`src/rtl/fsm_game_multi.sv`:
```
// Maze game controller: N keys in any order, per-life step budget, internal exit countdown.
// Latency: every input is sampled on a rising edge and its effect is visible right after that edge (1 cycle).
// Backpressure: none. Inputs are levels/pulses sampled every cycle, and outputs are always valid.
//
// Ports: clk_50MHz_i, rst_sync_ha_i (synchronous, active-high); start_i, step_i, in_key_pos_i[NUM_KEYS],
// in_exit_pos_i -> keys_held_o, steps_left_o, lives_o, enable_count_last_o, state_o, red_o/green_o/blue_o.
// Optional macro FSM_GAME_BLINK_EN: the RGB LED blinks 111/000 every BLINK_HALF cycles while in EXIT.
module fsm_game_multi #(
    parameter int NUM_KEYS    = 4,
    parameter int MAX_STEPS   = 200,
    parameter int STEP_W      = 8,
    parameter int LIVES       = 3,
    parameter int EXIT_CYCLES = 750_000_000,
    parameter int BLINK_HALF  = 12_500_000
) (
    input  logic                clk_50MHz_i,
    input  logic                rst_sync_ha_i,
    input  logic                start_i,
    input  logic                step_i,
    input  logic [NUM_KEYS-1:0] in_key_pos_i,
    input  logic                in_exit_pos_i,
    output logic [NUM_KEYS-1:0] keys_held_o,
    output logic [STEP_W-1:0]   steps_left_o,
    output logic [2:0]          lives_o,
    output logic                enable_count_last_o,
    output logic [2:0]          state_o,
    output logic                red_o,
    output logic                green_o,
    output logic                blue_o
);

    typedef enum logic [2:0] {
        IDLE = 3'd0,
        GAME = 3'd1,
        EXIT = 3'd2,
        WON  = 3'd3,
        LOST = 3'd4
    } state_t;

    localparam logic [STEP_W-1:0] STEPS_INIT = STEP_W'(MAX_STEPS);
    localparam logic [2:0]        LIVES_INIT = 3'(LIVES);
    localparam logic [31:0]       EXIT_LAST  = 32'(EXIT_CYCLES - 1);

    state_t              state, state_nxt;
    logic [NUM_KEYS-1:0] keys, keys_nxt;
    logic [STEP_W-1:0]   steps, steps_nxt;
    logic [2:0]          lives, lives_nxt;
    logic [31:0]         exit_cnt, exit_cnt_nxt;
    logic [NUM_KEYS-1:0] keys_merged;

    // A key picked up in the same cycle as reaching the exit still counts.
    assign keys_merged = keys | in_key_pos_i;

    always_ff @(posedge clk_50MHz_i) begin
        if (rst_sync_ha_i) begin
            state    <= IDLE;
            keys     <= '0;
            steps    <= STEPS_INIT;
            lives    <= LIVES_INIT;
            exit_cnt <= '0;
        end else begin
            state    <= state_nxt;
            keys     <= keys_nxt;
            steps    <= steps_nxt;
            lives    <= lives_nxt;
            exit_cnt <= exit_cnt_nxt;
        end
    end

    always_comb begin
        state_nxt    = state;
        keys_nxt     = keys;
        steps_nxt    = steps;
        lives_nxt    = lives;
        exit_cnt_nxt = exit_cnt;
        case (state)
            IDLE, WON, LOST: begin
                if (start_i) begin
                    state_nxt = GAME;
                    keys_nxt  = '0;
                    steps_nxt = STEPS_INIT;
                    lives_nxt = LIVES_INIT;
                end
            end
            GAME: begin
                keys_nxt = keys_merged;
                if (in_exit_pos_i && (&keys_merged)) begin
                    // An accepted exit wins over a simultaneous step.
                    state_nxt    = EXIT;
                    exit_cnt_nxt = '0;
                end else if (step_i) begin
                    if (steps > STEP_W'(1)) begin
                        steps_nxt = steps - STEP_W'(1);
                    end else if (lives > 3'd1) begin
                        lives_nxt = lives - 3'd1;
                        steps_nxt = STEPS_INIT;
                    end else begin
                        steps_nxt = '0;
                        lives_nxt = '0;
                        state_nxt = LOST;
                    end
                end
            end
            EXIT: begin
                if (exit_cnt == EXIT_LAST) begin
                    state_nxt = WON;
                end else begin
                    exit_cnt_nxt = exit_cnt + 32'd1;
                end
            end
            default: state_nxt = IDLE;   // encodings 5..7
        endcase
    end

`ifdef FSM_GAME_BLINK_EN
    // Phase divider instead of dividing exit_cnt: blink_off toggles every BLINK_HALF cycles in EXIT.
    localparam logic [31:0] BLINK_LAST = 32'(BLINK_HALF - 1);
    logic [31:0] blink_cnt;
    logic        blink_off;

    always_ff @(posedge clk_50MHz_i) begin
        if (rst_sync_ha_i || state != EXIT) begin
            blink_cnt <= '0;
            blink_off <= 1'b0;
        end else if (blink_cnt == BLINK_LAST) begin
            blink_cnt <= '0;
            blink_off <= ~blink_off;
        end else begin
            blink_cnt <= blink_cnt + 32'd1;
        end
    end
`endif

    logic [2:0] rgb;

    always_comb begin
        rgb                 = 3'b001;
        enable_count_last_o = 1'b0;
        case (state)
            IDLE: rgb = 3'b001;
            GAME: rgb = 3'b111;
            EXIT: begin
                enable_count_last_o = 1'b1;
`ifdef FSM_GAME_BLINK_EN
                rgb = blink_off ? 3'b000 : 3'b111;
`else
                rgb = 3'b111;
`endif
            end
            WON:     rgb = 3'b010;
            LOST:    rgb = 3'b100;
            default: rgb = 3'b001;
        endcase
    end

    assign {red_o, green_o, blue_o} = rgb;
    assign keys_held_o  = keys;
    assign steps_left_o = steps;
    assign lives_o      = lives;
    assign state_o      = state;

endmodule
```
`config.mk`:
```
export PLATFORM = sky130hd
export DESIGN_NAME = fsm_game_multi
export DESIGN_NICKNAME = d
export VERILOG_FILES = /design/src/rtl/fsm_game_multi.sv
export SDC_FILE = /design/constraint.sdc
export NUM_CORES = 1
export LEC_CHECK = 0
export CAP_MARGIN = 20
export CORE_UTILIZATION = 46
export DETAILED_ROUTE_END_ITERATION = 8
export GPL_TIMING_DRIVEN = 0
export PLACE_DENSITY = 0.78
export SYNTH_ARGS = -nofsm -noshare
export SYNTH_HDL_FRONTEND = slang
export SYNTH_SLANG_ARGS = --single-unit
export TNS_END_PERCENT = 1
```
`constraint.sdc`:
```
create_clock -name clk_50MHz_i -period 3 [get_ports clk_50MHz_i]
set_clock_uncertainty 0.15 [all_clocks]
set_input_delay 0.45 -clock clk_50MHz_i [delete_from_list [all_inputs] [get_ports clk_50MHz_i]]
set_output_delay 0.45 -clock clk_50MHz_i [all_outputs]
set_load 0.1 [all_outputs]
```
# Word-level counts from Yosys, hierarchy flattened
# Index checks and enable logic that the tools add are counted.
[op_classes] n_eq_ne=15 bitwise_logic=1 div_mod_pow=0 shifts=0 mul=0 add_sub_neg=3 n_mux=26 magnitude_cmp=2 reduce_logical=12
[op_table] cell="$mux W32" count=2
[op_table] cell="$pmux W32 S2" count=1
[op_table] cell="$mux W8" count=5
[op_table] cell="$mux W3" count=11
[op_table] cell="$add A32 B1 Y32 const B" count=1
[op_table] cell="$eq A32 B30 Y1 const B" count=1
[op_table] cell="$pmux W3 S3" count=2
[op_table] cell="$pmux W8 S2" count=1
[op_table] cell="$ne A2 B2 Y1 const B" count=7
[op_table] cell="$reduce_and A5 Y1" count=2
[op_table] cell="$ne A3 B3 Y1 const B" count=3
[op_table] cell="$gt A8 B1 Y1 const B" count=1
[op_table] cell="$pmux W4 S2" count=1
[op_table] cell="$reduce_and A4 Y1" count=2
[op_table] cell="$sub A8 B1 Y8 const B" count=1
[op_table] cell="$eq A3 B2 Y1 const B" count=2
[op_table] cell="$pmux W3 S2" count=1
[op_table] cell="$mux W4" count=1
[op_table] cell="$or A4 B4 Y4" count=1
[op_table] cell="$reduce_bool A2 Y1" count=2
[op_table] cell="$eq A3 B1 Y1 const B" count=1
[op_table] cell="$eq A3 B3 Y1 const B" count=1
[op_table] cell="$gt A3 B1 Y1 const B" count=1
[op_table] cell="$logic_not A3 Y1" count=1
[op_table] cell="7 further kinds" count=7
[word_totals] rom_bits=0 memories=0 out_inout_bits=22 mem_bits_rw=0 regBits=50 word_cells=64 latch_bits=0 in_bits=9

# Depth between registers and ports, before layout
[logic_depth] ltp_word=6 mapped_depth=9 mapped_depth_nobuf=7

# Worst setup path after synthesis
# OpenSTA, ideal clock, no wires.
[synth_path] kind="register to output" start="reg state[1], in the netlist state_o[1]" end="out red_o" required_ps=2400 path_stages_with_launch=4 arrival_time_ps=3498 path_slack_ps=-1098 n_path_buf=1 path_cell_list="dfxtp_1 -> clkbuf_1 -> xnor2_1 -> o21ai_0"
[synth_via] elab_chain_len=3 word_cells_on_any_way=6
[synth_lines] element="from (decl)" line_no="44" rtl="state_t state, state_nxt;"
[synth_lines] element="from (signal assigned)" line_no="62" rtl="state <= state_nxt;"
[synth_lines] element="$eq A3 B2 Y1 or $eq A3 B1 Y1 (tied branches)" line_no="139" rtl="case (state)"
[synth_lines] element="$reduce_or A2 Y1 (no line)"
[synth_lines] element="$pmux W3 S3 (*)" line_no="139"
[synth_lines] element="to (decl)" line_no="27" rtl="output logic red_o,"
# Mark *: on every way between the ends. The rest lies on a longest branch, timed or not.

# Worst setup path in the final report
[layout_path] start="reg state[1], in the netlist state_o[1]" end="out blue_o"
[layout_via] elab_chain_len=3 word_cells_on_any_way=6
[layout_lines] element="$eq A3 B2 Y1 or $eq A3 B1 Y1 (tied branches)" line_no="139"
[layout_lines] element="$reduce_or A2 Y1 (no line)"
[layout_lines] element="$pmux W3 S3 (*)" line_no="139"
[layout_lines] element="to (decl)" line_no="29" rtl="output logic blue_o"
# Marked as above.

==> reports/results.ini <==
[run_status]
status = complete, no violations

[synth]
syn_area_sq_mm = 0.002948
synth_most_common_cell = dfxtp_1
yosysUniqueCellTypes = 60
synth_flop_cell = dfxtp_1
synth_area_leaders = dfxtp_1, nor2_1, o21ai_0
synthArstFlopShare_pct = 0
synthTopCellsByCount = dfxtp_1, nor2_1, o21ai_0
synth_warnings = 0
avgSynthCellArea_sq_um = 8.495
ys_seq_area_share_pct = 33.96
syn_nets = 361
synthCells = 347
synth_edf_count = 0
synth_top_area_share_pct = 33.96
synth_top_area_cell = dfxtp_1
yosys_register_bits = 50

[clock_network]
clk_pin_slew_ns = 0.10
cts_buffers = 5
ctsHoldBuffers = 0
clk_path_buf_depth = 2
clock_latency_ns = 0.31
htreeDepth = 2
root_buffer = clkbuf_8
cts.sinks = 50
cts_tree = yes

[global_routing]
grt_max_degree = 16
track_usage_pct = 23.67
grt.overflow.total = 0
grt_pass1_vias = 2511
antenna_found_initial = 0
grt_pass1_wl_um = 12150

[placed_design]
io_buffers = 30
place_inst = 452
place_congestion = 0.8730
dp_hpwl_um = 5279

[final_layout]
area_growth_pct = 17.28
layout-drive-gt1-share_pct = 10.65
final_cells = 460
antenna_cells = 0
fin_nets = 398

[route]
via_per_inst = 6.146
wirelength_um = 7334
drc = 0
route.antenna.remaining_nets = 0
wl_per_cell_um = 15.94
dr.pass1.iters = 4
route.vias.total = 2827
first_iter_violations = 222

[setup_path]
critPathLaunchType = register
cp.depth = 4
r2r_cells = 7
end_kind = output pin
worstPathBufferInverterCount = 2
slowest_stage = clkdlybuf4s15_1
worstSetupPathType = reg2out
crit_family = buffers and inverters
rrSetupSlack_ns = 0.20
critPathArrivalTime_ns = 2.22
cp_slowest_stage_delay_ns = 0.82
startpoint = state_o[1]
path_max_fanout = 10
required_ns = 2.40
reg2reg_to = exit_cnt[31]
worstReg2RegStart = state_o[0]
crit_chain = clkbuf_1 -> nor2_1 -> a21oi_2 -> clkdlybuf4s15_1

[die]
rows = 28
die_x_um = 82.05
num_io_pins = 31
start_util_pct = 48.64
die_h_um = 82.05
die-area_sq_mm = 0.006732
core_area_sq_mm = 0.006061

[sta]
max_freq_mhz = 354.5
hold_violations = 0
period_needed_ns = 2.821
worstMarginPinSlew_ns = 0.9823
rsz0062_at_grt = false
drv_slew = 0
slew-limit-headroom_pct = 34.31
layout_worst_path_cycle_share_pct = 94.04
setup_viol = 0

[power_and_ir_drop]
p_total_uw = 1445
p_per_area_mw_per_mm2 = 417.9
power_leakage_uw = 0.001101
irDropWorstVdd_mv = 0.2424

[hold_path]
hold_depth = 2
hp-start = exit_cnt[27]
hold_class = reg2reg
whs_endpoint = exit_cnt[27]

[job]
cap_violations = 0

==> metal layers <==
metal	global-route usage (%)	wire, um
met4	9.298	95
met3	3.889	408
met5	0	0
met1	32.37	3395
met2	36.86	3434
==> cell families (layout without fill, tap and decap cells) <==
family | after synthesis | after routing | share of synthesized area, %
mux | 4 | 4 | 1.358
buf+inv | 26 | 64 | 4.202
fa+ha+maj | 5 | 5 | 2.122
flops | 50 | 50 | 33.96
compound gates | 100 | 100 | 25.85
xor+xnor | 14 | 14 | 4.160
simple gates | 148 | 148 | 28.35
==> cell type report <==
cell class,instances,area (sq um)
Buffer,16,87.58
Multi-Input combinational cell,271,1839
Clock buffer,5,68.82
Timing Repair Buffer,30,289.0
Sequential cell,50,1001
Inverter,10,37.54
Clock inverter,3,40.04
Tap cell,75,93.84
Fill cell,545,2604
==> cells in the final DEF (no fill, tap or decap), types with 5 or more instances in the layout <==
cell	n
clkdlybuf4s50_1	26
and3_1	6
ha_1	5
nor2_1	32
a22oi_1	6
nor3_1	9
nand4_1	8
a21oi_1	21
or4_1	7
nor4_1	8
o31ai_1	8
dfxtp_1	50
clkbuf_8	5
nand3_1	15
nand2_1	22
o21ai_0	22
and4_1	5
inv_1	9
clkbuf_1	7
or3_1	12
xnor2_1	11
==> flip-flops by register name (all words and copies together) (netlist names) <==
register      count
steps_left_o      8
keys_held_o       4
exit_cnt         32
lives_o           3
state_o           3
==> through the flow <==
step           setup slack (ns)  hold WS, ns  util [%]  setup TNS, ns  cell area [sq um]
6_report                 0.1789       0.3441     57.04              0               3457
3_5_place_dp          -0.005933       0.3289     55.20      -0.008663               3346
4_1_cts                0.001410       0.3459     56.92              0               3450
2_1_floorplan           -0.4951       0.3066         -         -9.757               2952
3_3_place_gp           0.001706       0.3222     55.20              0               3346
5_1_grt                0.002967       0.3624     57.04              0               3457
==> tightest hold or removal path: stages, from the launching register on <==
cell	delay (ns)
dfxtp_1	0.34
o41ai_1	0.06
a21oi_1	0.05
==> where the power goes <==
part           leakage, uW  internal, uW  switching [uW]
clock network    0.0000579           246             237
logic             0.000639          72.0             200
registers         0.000405           676            13.7
total              0.00110           994             451
==> worst max path at each step <==
stage                          end  slack, ns
3_3_place_gp       steps_left_o[7]      0.002
5_1_grt               exit_cnt[14]      0.003
4_1_cts        enable_count_last_o      0.001
3_5_place_dp          exit_cnt[31]     -0.006
2_1_floorplan         exit_cnt[12]      -0.50
6_report                    blue_o       0.18
==> repair_timing <==
action | in CTS | in global routing
setup buffers | 0 | 0
setup endpoints to repair | 4 | 13
gates resized for setup | 4 | 9
No activity file was read; power rests on OpenSTA's default activity.
==> variant 1: new RTL, config.mk and constraints unchanged <==
Add an input register stage for `start_i`, `step_i`, `in_key_pos_i` and `in_exit_pos_i`, without a reset; this delays them by one clock.
--- a/src/rtl/fsm_game_multi.sv
+++ b/src/rtl/fsm_game_multi.sv
@@ -42,4 +42,16 @@
     localparam logic [31:0]       EXIT_LAST  = 32'(EXIT_CYCLES - 1);
 
+    logic start_q;
+    logic step_q;
+    logic [NUM_KEYS-1:0] in_key_pos_q;
+    logic in_exit_pos_q;
+
+    always_ff @(posedge clk_50MHz_i) begin
+        start_q       <= start_i;
+        step_q        <= step_i;
+        in_key_pos_q  <= in_key_pos_i;
+        in_exit_pos_q <= in_exit_pos_i;
+    end
+
     state_t              state, state_nxt;
     logic [NUM_KEYS-1:0] keys, keys_nxt;
@@ -50,5 +62,5 @@
 
     // A key picked up in the same cycle as reaching the exit still counts.
-    assign keys_merged = keys | in_key_pos_i;
+    assign keys_merged = keys | in_key_pos_q;
 
     always_ff @(posedge clk_50MHz_i) begin
@@ -76,5 +88,5 @@
         case (state)
             IDLE, WON, LOST: begin
-                if (start_i) begin
+                if (start_q) begin
                     state_nxt = GAME;
                     keys_nxt  = '0;
@@ -85,9 +97,9 @@
             GAME: begin
                 keys_nxt = keys_merged;
-                if (in_exit_pos_i && (&keys_merged)) begin
+                if (in_exit_pos_q && (&keys_merged)) begin
                     // An accepted exit wins over a simultaneous step.
                     state_nxt    = EXIT;
                     exit_cnt_nxt = '0;
-                end else if (step_i) begin
+                end else if (step_q) begin
                     if (steps > STEP_W'(1)) begin
                         steps_nxt = steps - STEP_W'(1);
Check against the original RTL: not equivalent (a bounded check fails within 4 cycles, from zero or initial values and one cycle with rst_sync_ha_i high).
==> variant 1 against the original RTL <==
Worst hold slack got worse by 0.0045 ns; power up 30%; routed wire length shrank 11%; cell count decreased by 0.87%; largest power group is now the clock network; design area grew 0.54%; critical path depth unchanged; sequential cell count up 7; area after synthesis down 2.8%; setup slack worse by 0.061 ns; critical path type unchanged.
==> variant 1: results (changes against the original RTL) <==
WP data arrival -> 2.28 ns (+0.06 ns)
Iter 0 DRT Violations -> 151 (-32%)
Cell variety after synth -> 57 (-5.0%)
layout cells sized above 1 -> 0.113 (+0.00637)
Layout Nets -> 390 (-2.0%)
Syn Inst Count -> 336 (-3.2%)
Placed Cells -> 440 (-2.7%)
relative slew slack -> 0.333 (-0.0104)
GP Congestion -> 0.941 (+7.8%)
setup slack at placement -> -0.138 ns (-0.133 ns)
worst vdd ir -> 0.466 mV (+92%)
drt via density -> 5.97 (-2.8%)
clock slew at reported path FFs -> 0.06 ns (-0.04 ns)
R2R Setup Slk -> 0.29 ns (+0.09 ns)
vias in the first global route -> 2373 (-5.5%)
syn nets -> 350 (-3.0%)
I/O Buffers -> 29 (-3.3%)
slowest CP cell -> clkdlybuf4s50_1
sequential element share of the synthesized area -> 0.398 (+0.0589)
final std cells w/o fill -> 456 (-0.87%)
Detail Placement HPWL -> 4.62 mm (-12%)
GR Util All Layers -> 0.219 (-0.0178)
Pre-antenna DRT Iters -> 5 (+1)
status -> finished, final reports clean
worst-skew pair later-pin latency -> 0.34 ns (+0.03 ns)
==> variant 1: area by class of cell <==
class | instances | area, um^2
fillers | 559 | 2480
multi-input cells | 246 | 1580
flip-flops and latches | 57 | 1140
repair buffers | 29 | 284
clock buffers | 11 | 151
well taps | 75 | 93.8
plain buffers | 17 | 86.3
clock inverters | 5 | 77.6
inverters | 16 | 60.1
==> variant 1: layer usage <==
layer,wire [um],GRT usage,share of wire,up-vias
met2,3140,0.356,0.48,99
met5,0,0,0,-
met1,2990,0.273,0.46,1275
met3,337,0.0584,0.051,13
li1,-,-,-,1336
met4,89,0.0911,0.014,0
==> variant 1: worst paths after layout <==
kind / startpoint / to / cells past startpoint
worst min-delay path: exit_cnt[31] / exit_cnt[31] / 2
worst min register to register: exit_cnt[31] / exit_cnt[31] / 2
worst max register to register: state_o[1] / exit_cnt[6] / 7
worst max-delay path: state_o[2] / blue_o / 4
==> variant 1: repair_timing <==
item / CTS / global route
gates resized for setup: 4 / 2
endpoints found under the setup margin: 2 / 1
endpoints found under the hold margin: 0 / 0
==> variant 1: logic make-up after synthesis <==
group | Yosys count | synth area share
compound gates | 98 | 0.232
xor+xnor | 11 | 0.0336
fa+ha+maj | 5 | 0.0218
buf+inv | 33 | 0.0507
flops | 57 | 0.398
mux | 1 | 0.00350
simple gates | 131 | 0.260
==> variant 1: worst reg2reg max path, cell delays in order (launching register included) <==
cell     delay (ns)
dfxtp_1        0.33
buf_4          0.16
or3b_1         0.41
or4_4          0.57
nor4_4         0.55
buf_6          0.23
o31ai_1        0.09
a21oi_2        0.14
==> variant 1: where the power goes <==
part           internal [uW]  leakage [uW]  switching, uW
Combinational           74.3      0.000555            197
Sequential               775      0.000463           18.6
Clock                    510      0.000115            305
Total                   1360       0.00113            521
==> variant 1: per-stage QoR <==
step / hold WS, ns / area (um^2) / total power, uW
floorplan: 0.297 / 2870 / 1020
global placement: 0.315 / 3250 / 1080
detailed placement: 0.326 / 3250 / 1080
CTS: 0.338 / 3480 / 1890
global route: 0.370 / 3480 / 1950
finish: 0.340 / 3480 / 1880
==> variant 2: new RTL, same flow settings <==
Made on the original files. Change the parameter `STEP_W` from 8 to 12.
--- a/src/rtl/fsm_game_multi.sv
+++ b/src/rtl/fsm_game_multi.sv
@@ -9,5 +9,5 @@
     parameter int NUM_KEYS    = 4,
     parameter int MAX_STEPS   = 200,
-    parameter int STEP_W      = 8,
+    parameter int STEP_W      = 12,
     parameter int LIVES       = 3,
     parameter int EXIT_CYCLES = 750_000_000,
Ports: changed (resized steps_left_o); port bits go from 31 to 35. No check against the original RTL was run, so the function may have changed too.
==> variant 2 against the original RTL <==
Die area down 0.71%; routed wire length up 2.4%; maximum frequency down 1.5%; sequential share of layout area up 2.1 points; design area up 0.58%; register-to-register slack worse by 0.02 ns; worst hold slack worse by 0.0024 ns; via count up 3.0%; core utilization up 0.66 points; sequential cell count up 4; area after synthesis down 0.72%; setup slack worse by 0.043 ns; critical endpoint is now green_o; largest cell class unchanged.
Power is not compared: it rests on default switching activity, and its combinational part moved more than twofold at a synthesized area within 25%.
==> variant 2: results (changes against the original RTL) <==
cell family with most CP delay -> buffers and inverters
vias -> 2911 (+3.0%)
status -> finished, final reports clean
Hold Path Class -> flop to flop
GP Congestion -> 0.877 (+0.44%)
H-tree Lvls -> 2 (unchanged)
Post-synth top cells -> 54 x dfxtp_1, 38 x a21oi_1, 30 x nor2_1
Global Route met3 Usage -> 0.0400 (+0.00111)
Worst path max stage delay -> 1.14 ns (+0.32 ns)
syn nets -> 368 (+1.9%)
setup slack at placement -> -0.0341 ns (-0.0282 ns)
M2 GR Usage -> 0.365 (-0.00331)
placed inst area -> 3370 um^2 (+0.79%)
Main synth FF type -> dfxtp_1
Avg WL per Cell -> 15.9 um (about the same)
sequential element share of the synthesized area -> 0.369 (+0.0298)
Placed Cells -> 463 (+2.4%)
GR Layer Usage met1 -> 0.328 (+0.00400)
drt via density -> 6.18 (+0.57%)
met2 WL -> 3.42 mm (-0.38%)
initial antenna violation count -> 0 (unchanged)
Post-synth EDFFs -> 0 (unchanged)
largest net degree at the start of global routing -> 17 (+1)
LEAKAGE -> 0.00108 uW
synth warn -> 0 (unchanged)
Pre-antenna DRT Iters -> 4 (unchanged)
relative slew slack -> 0.319 (-0.0238)
clock slew at reported path FFs -> 0.10 ns (about the same)
Largest Register -> exit_cnt
GR Util All Layers -> 0.234 (-0.00238)
final worst slack -> 0.136 ns (-0.0431 ns)
vias in the first global route -> 2543 (+1.3%)
top sig layer -> met4
Cell variety after synth -> 57 (-5.0%)
crit path max fanout -> 8 (-2)
most area-consuming cells after synthesis -> dfxtp_1 37%, a21oi_1 6.5%, o31ai_1 4.1%
WP data arrival -> 2.26 ns (+0.04 ns)
R2R Setup Slk -> 0.18 ns (-0.02 ns)
first-pass GRT wire length -> 12.2 mm (+0.12%)
layout cells sized above 1 -> 0.0909 (-0.0156)
Post-CTS Setup Bufs -> 0 (unchanged)
slowest CP cell -> clkdlybuf4s50_1
WL met1 -> 3.63 mm (+7.0%)
Root Buffer Master -> clkbuf_8
worst-skew pair later-pin latency -> 0.32 ns
I/O Buffers -> 34 (+13%)
syn_area_per_cell -> 8.27 um^2 (-2.7%)
met3 WL post-DR -> 362 um (-11%)
worst vdd ir -> 0.510 mV
Layout Nets -> 409 (+2.8%)
Iter 0 DRT Violations -> 177 (-20%)
Fillers -> 551 (+1.1%)
Detail Placement HPWL -> 5.46 mm (+3.5%)
## variant 2: area by class of cell
| cell class | count | area [um^2] | share of cell area |
|---|---|---|---|
| Sequential cell | 54 | 1080 | 0.311 |
| Clock inverter | 2 | 12.5 | 0.00360 |
| Tap cell | 75 | 93.8 | 0.0270 |
| Timing Repair Buffer | 34 | 343 | 0.0986 |
| Inverter | 14 | 52.6 | 0.0151 |
| Multi-Input combinational cell | 270 | 1730 | 0.499 |
| Buffer | 16 | 77.6 | 0.0223 |
| Clock buffer | 6 | 82.6 | 0.0237 |
## variant 2: worst paths after layout
kind,start,to,cells after the start
setup / recovery,state_o[0],green_o,4
setup reg to reg,state_o[0],exit_cnt[11],7
hold reg to reg,exit_cnt[23],exit_cnt[23],2
hold / removal,exit_cnt[23],exit_cnt[23],2
## variant 2: logic make-up (layout without fill, tap and decap cells)
logic type,Yosys count,count (layout),share of synthesized area
flip-flops,54,54,0.369
multiplexers,6,6,0.0205
AND/OR/NAND/NOR,142,142,0.281
AO/OA/AOI/OAI,109,109,0.242
XOR/XNOR,8,8,0.0239
buffers and inverters,30,72,0.0415
adder cells (fa/ha/maj),5,5,0.0214
## variant 2: tightest hold or removal path, cell delays in order, from the launching register on
cell	delay, ns
dfxtp_1	0.33
o31ai_1	0.07
a21oi_1	0.06
## variant 2: report_power, final
group,switching [uW],internal (uW)
Combinational,537,188
Clock,254,186
Sequential,38.1,748
## variant 2: timing repair
item	4_1_cts	5_1_grt
pin swaps	0	0
gates resized for setup	4	4
endpoints found under the hold margin	0	0
endpoints found under the setup margin	2	20
## variant 2: stage by stage
step | total power [uW] | hold slack [ns]
CTS | 1950 | 0.341
global placement | 1520 | 0.314
detailed placement | 1520 | 0.325
global route | 2030 | 0.373
finish | 1950 | 0.342
floorplan | 1360 | 0.298
